### config.mk
export PLATFORM = sky130hd
export DESIGN_NAME = usb_rx
export DESIGN_NICKNAME = d
export VERILOG_FILES = /design/src/rtl/usb_pkg.sv /design/src/rtl/usb_crc16.sv /design/src/rtl/usb_rx.sv
export SDC_FILE = /design/constraint.sdc
export NUM_CORES = 1
export LEC_CHECK = 0
export ABC_AREA = 1
export CORE_MARGIN = 1
export CORE_UTILIZATION = 25
export DETAILED_ROUTE_END_ITERATION = 8
export GPL_TIMING_DRIVEN = 0
export PLACE_DENSITY = 0.5
export SYNTH_ARGS = -nofsm -noshare
export SYNTH_HDL_FRONTEND = slang
export SYNTH_SLANG_ARGS = --single-unit
### constraint.sdc
create_clock -name clk -period 2.5 [get_ports clk]
set_input_delay 0.5 -clock clk [delete_from_list [all_inputs] [get_ports clk]]
set_output_delay 0.5 -clock clk [all_outputs]
set_load 0.03 [all_outputs]
### src/rtl/usb_pkg.sv
// Shared USB definitions for the receive and transmit paths.
// Holds PID bytes, packet-type codes, line states, FSM states and CRC16 constants.
package usb_pkg;

   localparam logic [7:0] PID_OUT   = 8'hE1;
   localparam logic [7:0] PID_IN    = 8'h69;
   localparam logic [7:0] PID_DATA0 = 8'hC3;
   localparam logic [7:0] PID_DATA1 = 8'h4B;
   localparam logic [7:0] PID_ACK   = 8'hD2;
   localparam logic [7:0] PID_NAK   = 8'h5A;
   localparam logic [7:0] PID_STALL = 8'h1E;

   localparam logic [2:0] PKT_NONE  = 3'd0;
   localparam logic [2:0] PKT_OUT   = 3'd1;
   localparam logic [2:0] PKT_IN    = 3'd2;
   localparam logic [2:0] PKT_DATA0 = 3'd3;
   localparam logic [2:0] PKT_DATA1 = 3'd4;
   localparam logic [2:0] PKT_ACK   = 3'd5;
   localparam logic [2:0] PKT_NAK   = 3'd6;
   localparam logic [2:0] PKT_STALL = 3'd7;

   // SYNC decodes to 0000_0001 in wire order, i.e. 0x80 once shifted in LSB first
   localparam logic [7:0]  SYNC_PATTERN   = 8'h80;
   localparam logic [15:0] CRC16_POLY     = 16'h8005;
   localparam logic [15:0] CRC16_INIT     = 16'hFFFF;
   localparam logic [15:0] CRC16_RESIDUAL = 16'h800D;

   typedef enum logic [1:0] {
      LINE_SE0 = 2'b00,
      LINE_K   = 2'b01,
      LINE_J   = 2'b10,
      LINE_SE1 = 2'b11
   } line_t;

   typedef enum logic [2:0] {
      RX_IDLE, RX_SYNC, RX_PID, RX_TOKEN, RX_DATA, RX_EOP, RX_ERR
   } rx_state_t;

   function automatic logic [2:0] pidToPacket(input logic [7:0] pid);
      case (pid)
         PID_OUT:   return PKT_OUT;
         PID_IN:    return PKT_IN;
         PID_DATA0: return PKT_DATA0;
         PID_DATA1: return PKT_DATA1;
         PID_ACK:   return PKT_ACK;
         PID_NAK:   return PKT_NAK;
         PID_STALL: return PKT_STALL;
         default:   return PKT_NONE;
      endcase
   endfunction

endpackage

### src/rtl/usb_crc16.sv
// Serial USB CRC16 engine, one bit per enabled cycle in wire order.
// Shared between the receive and transmit paths.
module usb_crc16 import usb_pkg::*; (
   input  logic        clk,
   input  logic        rst,
   input  logic        clear_i,
   input  logic        shift_en_i,
   input  logic        bit_in_i,
   output logic [15:0] crc_o
);

   logic [15:0] crc_q;
   logic        feedback;

   assign feedback = bit_in_i ^ crc_q[15];

   always_ff @(posedge clk) begin
      if (rst || clear_i) begin
         crc_q <= CRC16_INIT;
      end else if (shift_en_i) begin
         crc_q <= {crc_q[14:0], 1'b0} ^ (feedback ? CRC16_POLY : 16'h0000);
      end
   end

   assign crc_o = crc_q;

endmodule

### src/rtl/usb_rx.sv
// USB full-speed receive path: synchronizer, bit timing, NRZI decode, unstuffing,
// packet FSM with PID/CRC16 checks and a 2-byte hold pipe that keeps CRC bytes out of the buffer.
module usb_rx import usb_pkg::*; #(
   parameter int CLKS_PER_BIT = 4
) (
   input  logic       clk,
   input  logic       rst,
   input  logic       Dplus_In,
   input  logic       Dminus_In,
   input  logic [6:0] Buffer_Occupancy,
   output logic [2:0] RX_Packet,
   output logic       RX_Data_Ready,
   output logic       RX_Transfer_Active,
   output logic       RX_Error,
   output logic       Flush,
   output logic       Store_RX_Packet_Data,
   output logic [7:0] RX_Packet_Data
);

   localparam int CNT_W = (CLKS_PER_BIT > 2) ? $clog2(CLKS_PER_BIT) : 1;
   localparam logic [CNT_W-1:0] SAMPLE_AT = CNT_W'(CLKS_PER_BIT / 2);
   localparam logic [CNT_W-1:0] WRAP_AT   = CNT_W'(CLKS_PER_BIT - 1);

   logic dpMeta_q, dpSync_q, dmMeta_q, dmSync_q;
   line_t lineNow, line_q, prevLine_q, prevLine_d;
   logic [CNT_W-1:0] cnt_q;
   logic jkEdge, samplePt, se0Now, jkSample, rawBit, decodeActive, stuffSlot;
   logic bitValid, stuffErr, byteDone, toErr, crcClear, crcShift;
   logic [7:0] newByte;
   logic [2:0] pidType;
   logic [15:0] crc;

   rx_state_t state_q, state_d;
   logic [2:0] ones_q, ones_d, bitCnt_q, bitCnt_d, pkt_q, pkt_d, pendPkt_q, pendPkt_d;
   logic [7:0] shift_q, shift_d, held0_q, held0_d, held1_q, held1_d, data_q, data_d;
   logic [1:0] heldCnt_q, heldCnt_d, eopCnt_q, eopCnt_d;
   logic errSe0_q, errSe0_d, err_q, err_d;
   logic ready_q, ready_d, flush_q, flush_d, store_q, store_d;

   assign lineNow  = line_t'({dpSync_q, dmSync_q});
   assign jkEdge   = (lineNow != line_q) && (lineNow inside {LINE_J, LINE_K})
                     && (line_q inside {LINE_J, LINE_K});
   assign samplePt = (cnt_q == SAMPLE_AT);
   assign se0Now   = samplePt && (line_q == LINE_SE0);
   assign jkSample = samplePt && (line_q inside {LINE_J, LINE_K});
   assign rawBit   = (line_q == prevLine_q);
   assign decodeActive = state_q inside {RX_SYNC, RX_PID, RX_TOKEN, RX_DATA};
   assign stuffSlot = (ones_q == 3'd6);
   assign bitValid = jkSample && decodeActive && !stuffSlot;
   assign stuffErr = jkSample && decodeActive && stuffSlot && rawBit;
   assign newByte  = {rawBit, shift_q[7:1]};
   assign byteDone = bitValid && (bitCnt_q == 3'd7);

   // Pad synchronizer plus the bit timer, which re-centres on every J<->K edge
   always_ff @(posedge clk) begin
      if (rst) begin
         dpMeta_q <= 1'b1;
         dpSync_q <= 1'b1;
         dmMeta_q <= 1'b0;
         dmSync_q <= 1'b0;
         line_q   <= LINE_J;
         cnt_q    <= '0;
      end else begin
         dpMeta_q <= Dplus_In;
         dpSync_q <= dpMeta_q;
         dmMeta_q <= Dminus_In;
         dmSync_q <= dmMeta_q;
         line_q   <= lineNow;
         cnt_q    <= (jkEdge || cnt_q == WRAP_AT) ? '0 : cnt_q + CNT_W'(1);
      end
   end

   usb_crc16 uCrc (
      .clk        (clk),
      .rst        (rst),
      .clear_i    (crcClear),
      .shift_en_i (crcShift),
      .bit_in_i   (rawBit),
      .crc_o      (crc)
   );

   always_comb begin
      state_d    = state_q;
      prevLine_d = prevLine_q;
      ones_d     = ones_q;
      bitCnt_d   = bitCnt_q;
      shift_d    = shift_q;
      held0_d    = held0_q;
      held1_d    = held1_q;
      heldCnt_d  = heldCnt_q;
      eopCnt_d   = eopCnt_q;
      errSe0_d   = errSe0_q;
      err_d      = err_q;
      pkt_d      = pkt_q;
      pendPkt_d  = pendPkt_q;
      data_d     = data_q;
      ready_d    = 1'b0;
      flush_d    = 1'b0;
      store_d    = 1'b0;
      toErr      = 1'b0;
      crcClear   = 1'b0;
      crcShift   = bitValid && (state_q == RX_DATA);
      pidType    = pidToPacket(newByte);

      if (jkSample) prevLine_d = line_q;
      if (jkSample && decodeActive) ones_d = (stuffSlot || !rawBit) ? 3'd0 : ones_q + 3'd1;
      if (bitValid) begin
         shift_d  = newByte;
         bitCnt_d = bitCnt_q + 3'd1;
      end

      case (state_q)
         RX_IDLE: begin
            prevLine_d = LINE_J;
            ones_d     = 3'd0;
            bitCnt_d   = 3'd0;
            if (line_q == LINE_K) begin
               state_d = RX_SYNC;
               err_d   = 1'b0;
            end
         end
         RX_SYNC: begin
            if (se0Now || stuffErr) toErr = 1'b1;
            else if (byteDone) begin
               if (newByte == SYNC_PATTERN) state_d = RX_PID;
               else toErr = 1'b1;
            end
         end
         RX_PID: begin
            crcClear = 1'b1;
            if (se0Now || stuffErr) toErr = 1'b1;
            else if (byteDone) begin
               if ((newByte[3:0] == ~newByte[7:4]) && (pidType != PKT_NONE)) begin
                  pendPkt_d = pidType;
                  heldCnt_d = 2'd0;
                  eopCnt_d  = 2'd0;
                  if (pidType inside {PKT_OUT, PKT_IN}) state_d = RX_TOKEN;
                  else if (pidType inside {PKT_DATA0, PKT_DATA1}) state_d = RX_DATA;
                  else state_d = RX_EOP;
               end else toErr = 1'b1;
            end
         end
         RX_TOKEN: begin
            if (se0Now || stuffErr) toErr = 1'b1;
            else if (byteDone) begin
               if (heldCnt_q == 2'd1) state_d = RX_EOP;
               else heldCnt_d = 2'd1;
            end
         end
         RX_DATA: begin
            // End of payload: the two held bytes are the CRC and the residual must match
            if (se0Now) begin
               if (bitCnt_q == 3'd0 && heldCnt_q == 2'd2 && crc == CRC16_RESIDUAL) begin
                  state_d  = RX_EOP;
                  eopCnt_d = 2'd1;
               end else toErr = 1'b1;
            end else if (stuffErr) toErr = 1'b1;
            else if (byteDone) begin
               if (heldCnt_q == 2'd2) begin
                  if (Buffer_Occupancy == 7'd64) toErr = 1'b1;
                  else begin
                     store_d = 1'b1;
                     data_d  = held0_q;
                     held0_d = held1_q;
                     held1_d = newByte;
                  end
               end else if (heldCnt_q == 2'd1) begin
                  held1_d   = newByte;
                  heldCnt_d = 2'd2;
               end else begin
                  held0_d   = newByte;
                  heldCnt_d = 2'd1;
               end
            end
         end
         RX_EOP: begin
            if (samplePt) begin
               if (line_q == LINE_SE0) begin
                  if (eopCnt_q == 2'd2) toErr = 1'b1;
                  else eopCnt_d = eopCnt_q + 2'd1;
               end else if (line_q == LINE_J && eopCnt_q == 2'd2) begin
                  pkt_d   = pendPkt_q;
                  ready_d = pendPkt_q inside {PKT_DATA0, PKT_DATA1};
                  state_d = RX_IDLE;
               end else toErr = 1'b1;
            end
         end
         RX_ERR: begin
            if (samplePt) begin
               if (line_q == LINE_SE0) errSe0_d = 1'b1;
               else if (line_q == LINE_J && errSe0_q) state_d = RX_IDLE;
            end
         end
         default: state_d = RX_IDLE;
      endcase

      if (toErr) begin
         state_d  = RX_ERR;
         err_d    = 1'b1;
         errSe0_d = se0Now;
         flush_d  = (state_q == RX_DATA);
      end
   end

   always_ff @(posedge clk) begin
      if (rst) begin
         state_q    <= RX_IDLE;
         prevLine_q <= LINE_J;
         ones_q     <= '0;
         bitCnt_q   <= '0;
         shift_q    <= '0;
         held0_q    <= '0;
         held1_q    <= '0;
         heldCnt_q  <= '0;
         eopCnt_q   <= '0;
         errSe0_q   <= 1'b0;
         err_q      <= 1'b0;
         pkt_q      <= PKT_NONE;
         pendPkt_q  <= PKT_NONE;
         data_q     <= '0;
         ready_q    <= 1'b0;
         flush_q    <= 1'b0;
         store_q    <= 1'b0;
      end else begin
         state_q    <= state_d;
         prevLine_q <= prevLine_d;
         ones_q     <= ones_d;
         bitCnt_q   <= bitCnt_d;
         shift_q    <= shift_d;
         held0_q    <= held0_d;
         held1_q    <= held1_d;
         heldCnt_q  <= heldCnt_d;
         eopCnt_q   <= eopCnt_d;
         errSe0_q   <= errSe0_d;
         err_q      <= err_d;
         pkt_q      <= pkt_d;
         pendPkt_q  <= pendPkt_d;
         data_q     <= data_d;
         ready_q    <= ready_d;
         flush_q    <= flush_d;
         store_q    <= store_d;
      end
   end

   assign RX_Packet            = pkt_q;
   assign RX_Data_Ready        = ready_q;
   assign RX_Transfer_Active   = state_q inside {RX_SYNC, RX_PID, RX_TOKEN, RX_DATA, RX_EOP};
   assign RX_Error             = err_q;
   assign Flush                = flush_q;
   assign Store_RX_Packet_Data = store_q;
   assign RX_Packet_Data       = data_q;

endmodule
==> results.sh, run 1 <==
export IMPL_ys_flop_type="dfxtp_1"
export IMPL_cts_buffer_depth=2
export IMPL_stdcell_count=808
export IMPL_cts_made_buffers=9
export IMPL_fmaxAchievable_mhz=421.4
export IMPL_yosys_area_top_type="dfxtp_1"
export IMPL_required_ns=2.00
export IMPL_area_delta_synth_final_pct=20.78
export IMPL_rr_startpoint="line_q[1]$_SDFF_PP1_"
export IMPL_period_needed_ns=2.373
export IMPL_startpoint_type="flop"
export IMPL_synth_commonest_cells="nand2_1 (108), dfxtp_1 (81), nor2_1 (72)"
export IMPL_rsz0062_at_grt="no"
export IMPL_final_max_slew_viol_count=0
export IMPL_pwr_share_comb_pct=21.8
export IMPL_fin_skew_ns=0.007529
export IMPL_die_area_sq_um=16260
export IMPL_regArea_sq_um=1622
export IMPL_firstDrtPassIters=5
export IMPL_end_kind="output pin"
export IMPL_drive_above_1_share_pct=9.715
export IMPL_grt_overflow=0
export IMPL_drcViolationCount=0
export IMPL_syn_area_sq_um=3938
export IMPL_cp_data_arrival_time_ns=1.87
export IMPL_drt_iter0_markers=279
export IMPL_place_area_sq_um=4452
export IMPL_yosysSeqAreaShare_pct=41.18
export IMPL_gp_congestion=0.9186
export IMPL_first_global_vias=3349
export IMPL_htreeDepth=3
export IMPL_netSwitchingPower_mw=1.114
export IMPL_setup_viol=0
export IMPL_min_to="dmSync_q$_SDFF_PP0_"
export IMPL_core_area_sq_um=15310
export IMPL_nNetsFinal=617
export IMPL_synth_top_area_share_pct=41.18
export IMPL_worst_setup_path_type="reg2out"
export IMPL_post_route_period_util_pct=94.92
export IMPL_fin_util_pct=31.05
export IMPL_ioPinCount=27
export IMPL_hold_viol=0
export IMPL_yosys_warnings=0
export IMPL_synth_fp_nets=581
export IMPL_wl_per_cell_um=12.47
export IMPL_power_internal_mw=2.364
export IMPL_start_util_pct=25.71
export IMPL_cts_resized=1
export IMPL_max_cap_viol_count=0
export IMPL_worstPathMaxFanout=6
export IMPL_num_fill_cells=1685
export IMPL_power_density_nw_per_um2=731.3
export IMPL_grt_max_degree=14
export IMPL_synth_area_top_cells="dfxtp_1 (41%), nand2_1 (10%), a21oi_1 (8.3%), nor2_1 (6.9%), inv_1 (5.6%)"
export IMPL_avgSynthCellArea_sq_um=7.069
export IMPL_outcome="finished, final reports clean"
export IMPL_postRouteAntennaNets=0
export IMPL_hold_depth=2
export IMPL_wl_um=10070
export IMPL_clock_latency_ns=0.35
export IMPL_tightest_slew_ns=0.6181
export IMPL_synth_seq_cells=81
export IMPL_seqPwrFrac_pct=40.0
export IMPL_hp_start="dmMeta_q$_SDFF_PP0_"
export IMPL_synth_distinct_cells=38
export IMPL_rows=45
export IMPL_r2r_end="state_q[2]$_SDFFE_PP0P_"
export IMPL_min_path_type="reg2reg"
export IMPL_grt_antenna_before_repair=0
export IMPL_power_leakage_nw=2.030
export IMPL_diodes=0
export IMPL_cts_sinks=81
export IMPL_post_synth_top_count_cell="nand2_1"
export IMPL_regToRegSetupSlack_ns=0.26
export IMPL_gr_usage_all_layers_pct=13.27
export IMPL_cts_root_buf="clkbuf_16"
export IMPL_cts_tree="built"
export IMPL_cts_setup_buffers=0
export IMPL_place_hpwl_um=7560
export IMPL_slew_limit_headroom_pct=58.80
export IMPL_async_reset_ff_share_pct=0
export IMPL_syn_inst=557
export IMPL_dp_cells=793
export IMPL_netSwitchingFraction_pct=32.03
export IMPL_multi_input_area_sq_um=1978
export IMPL_via_per_inst=4.447
export IMPL_rr_worst_depth=13
export IMPL_grt_pass1_wl_um=16740
export IMPL_cts_clk_slew_worst_paths_ns=0.06
export IMPL_fin_area_sq_um=4756
export IMPL_vias=3593
export IMPL_clkPwrFrac_pct=38.2
export IMPL_numPortBuffers=25
export IMPL_hold_buffers=0
export IMPL_tns_ns=0
export IMPL_chipWidth_um=127.5
export IMPL_ir_drop_mv=0.3044
export IMPL_dieHeight_um=127.5
export IMPL_synth_edff_count=0
==> flip-flops by register name, summed over array words and instances (netlist names), 3 cells and up <==
signal          count
bitCnt_q            3
RX_Packet_Data      8
held1_q             8
pendPkt_q           3
state_q             3
shift_q             7
uCrc.crc_o         16
held0_q             8
ones_q              3
RX_Packet           3
==> routing by layer <==
metal,track usage (%),up-vias,part of all wire (%)
met4,6.022,0,2.0
met5,0,-,0
met1,19.01,1640,50
met3,2.471,13,4.9
met2,19.09,64,43
li1,-,1876,-
==> cells in the final DEF, fill, tap and decap left out, types with 2 or more instances in the layout <==
cell type	synthesis	routed
buf_2	4	4
o21ai_1	7	7
a211oi_1	2	2
o21ai_0	44	44
clkdlybuf4s50_1	0	24
ha_1	13	13
nand3_1	28	28
dfxtp_1	81	81
clkinv_2	1	3
inv_1	59	59
xnor2_1	2	2
xor2_1	2	2
inv_2	10	10
clkbuf_1	10	10
a21oi_1	65	65
nand2_2	7	8
nor2_4	3	4
nor2_1	72	71
clkbuf_16	0	9
nor2_2	3	3
a21oi_2	2	2
nand4_2	2	2
nand2_1	108	107
nor3_1	4	4
or2_2	2	2
nand3_2	2	2
nand4_1	10	10
buf_6	2	2
==> final cells by class <==
class                           count  area share, %
Clock buffer                       10          5.025
Clock inverter                      5          1.184
Timing Repair Buffer               25          5.235
Tap cell                          211          5.551
Buffer                             17          1.763
Sequential cell                    81          34.10
Multi-Input combinational cell    389          41.59
Inverter                           70          5.551
==> per-stage QoR <==
| step | hold WS (ns) | power (mW) | setup WS [ns] |
|---|---|---|---|
| floorplan | 0.3883 | 1.955 | 0.5731 |
| global placement | 0.3911 | 2.172 | 0.1706 |
| detailed placement | 0.3933 | 2.174 | 0.1531 |
| CTS | 0.4073 | 3.493 | 0.1164 |
| global route | 0.4338 | 3.679 | 0.005057 |
| finish | 0.4052 | 3.478 | 0.1270 |
==> worst max-delay path, stage by stage, from the launching register on <==
cell and delay (ns):
dfxtp_1 0.50, inv_2 0.11, nand3_2 0.15, nand2_2 0.09
nor2_4 0.19, nand2_1 0.11, dlygate4sd2_1 0.37
==> worst max-delay path by stage <==
stage	startpoint	to	slack [ns]
CTS	state_q[2]$_SDFFE_PP0P_	RX_Transfer_Active	0.12
floorplan	line_q[0]$_SDFF_PP0_	state_q[2]$_SDFFE_PP0P_	0.57
global route	state_q[2]$_SDFFE_PP0P_	RX_Transfer_Active	0.005
global placement	line_q[1]$_SDFF_PP1_	state_q[2]$_SDFFE_PP0P_	0.17
detailed placement	line_q[1]$_SDFF_PP1_	state_q[2]$_SDFFE_PP0P_	0.15
finish	state_q[2]$_SDFFE_PP0P_	RX_Transfer_Active	0.13
==> cells by family after synthesis <==
kind of cell,count (synthesis),synth area share [%]
simple gates,248,28.50
compound gates,124,16.46
buf+inv,87,8.834
flops,81,41.18
fa+ha+maj,13,4.131
xor+xnor,4,0.8899
==> power groups by stage <==
stage / combinational (mW) / clock, mW / sequential [mW]
after detailed placement: 0.756 / 0 / 1.42
after CTS: 0.747 / 1.36 / 1.39
after global placement: 0.753 / 0 / 1.42
after global routing: 0.864 / 1.42 / 1.40
after floorplan: 0.551 / 0 / 1.40
final: 0.757 / 1.33 / 1.39
(Power assumes the default switching activity.)
==> inputs of run 2 (changes only) <==
--- a/config.mk
+++ b/config.mk
@@ -8,6 +8,7 @@
 export ABC_AREA = 1
 export CORE_MARGIN = 1
 export CORE_UTILIZATION = 25
+export CTS_CLUSTER_DIAMETER = 50
 export DETAILED_ROUTE_END_ITERATION = 8
 export GPL_TIMING_DRIVEN = 0
 export PLACE_DENSITY = 0.5
==> results of run 2 <==
Final layout, timing and power as in run 1 (identical DEF).
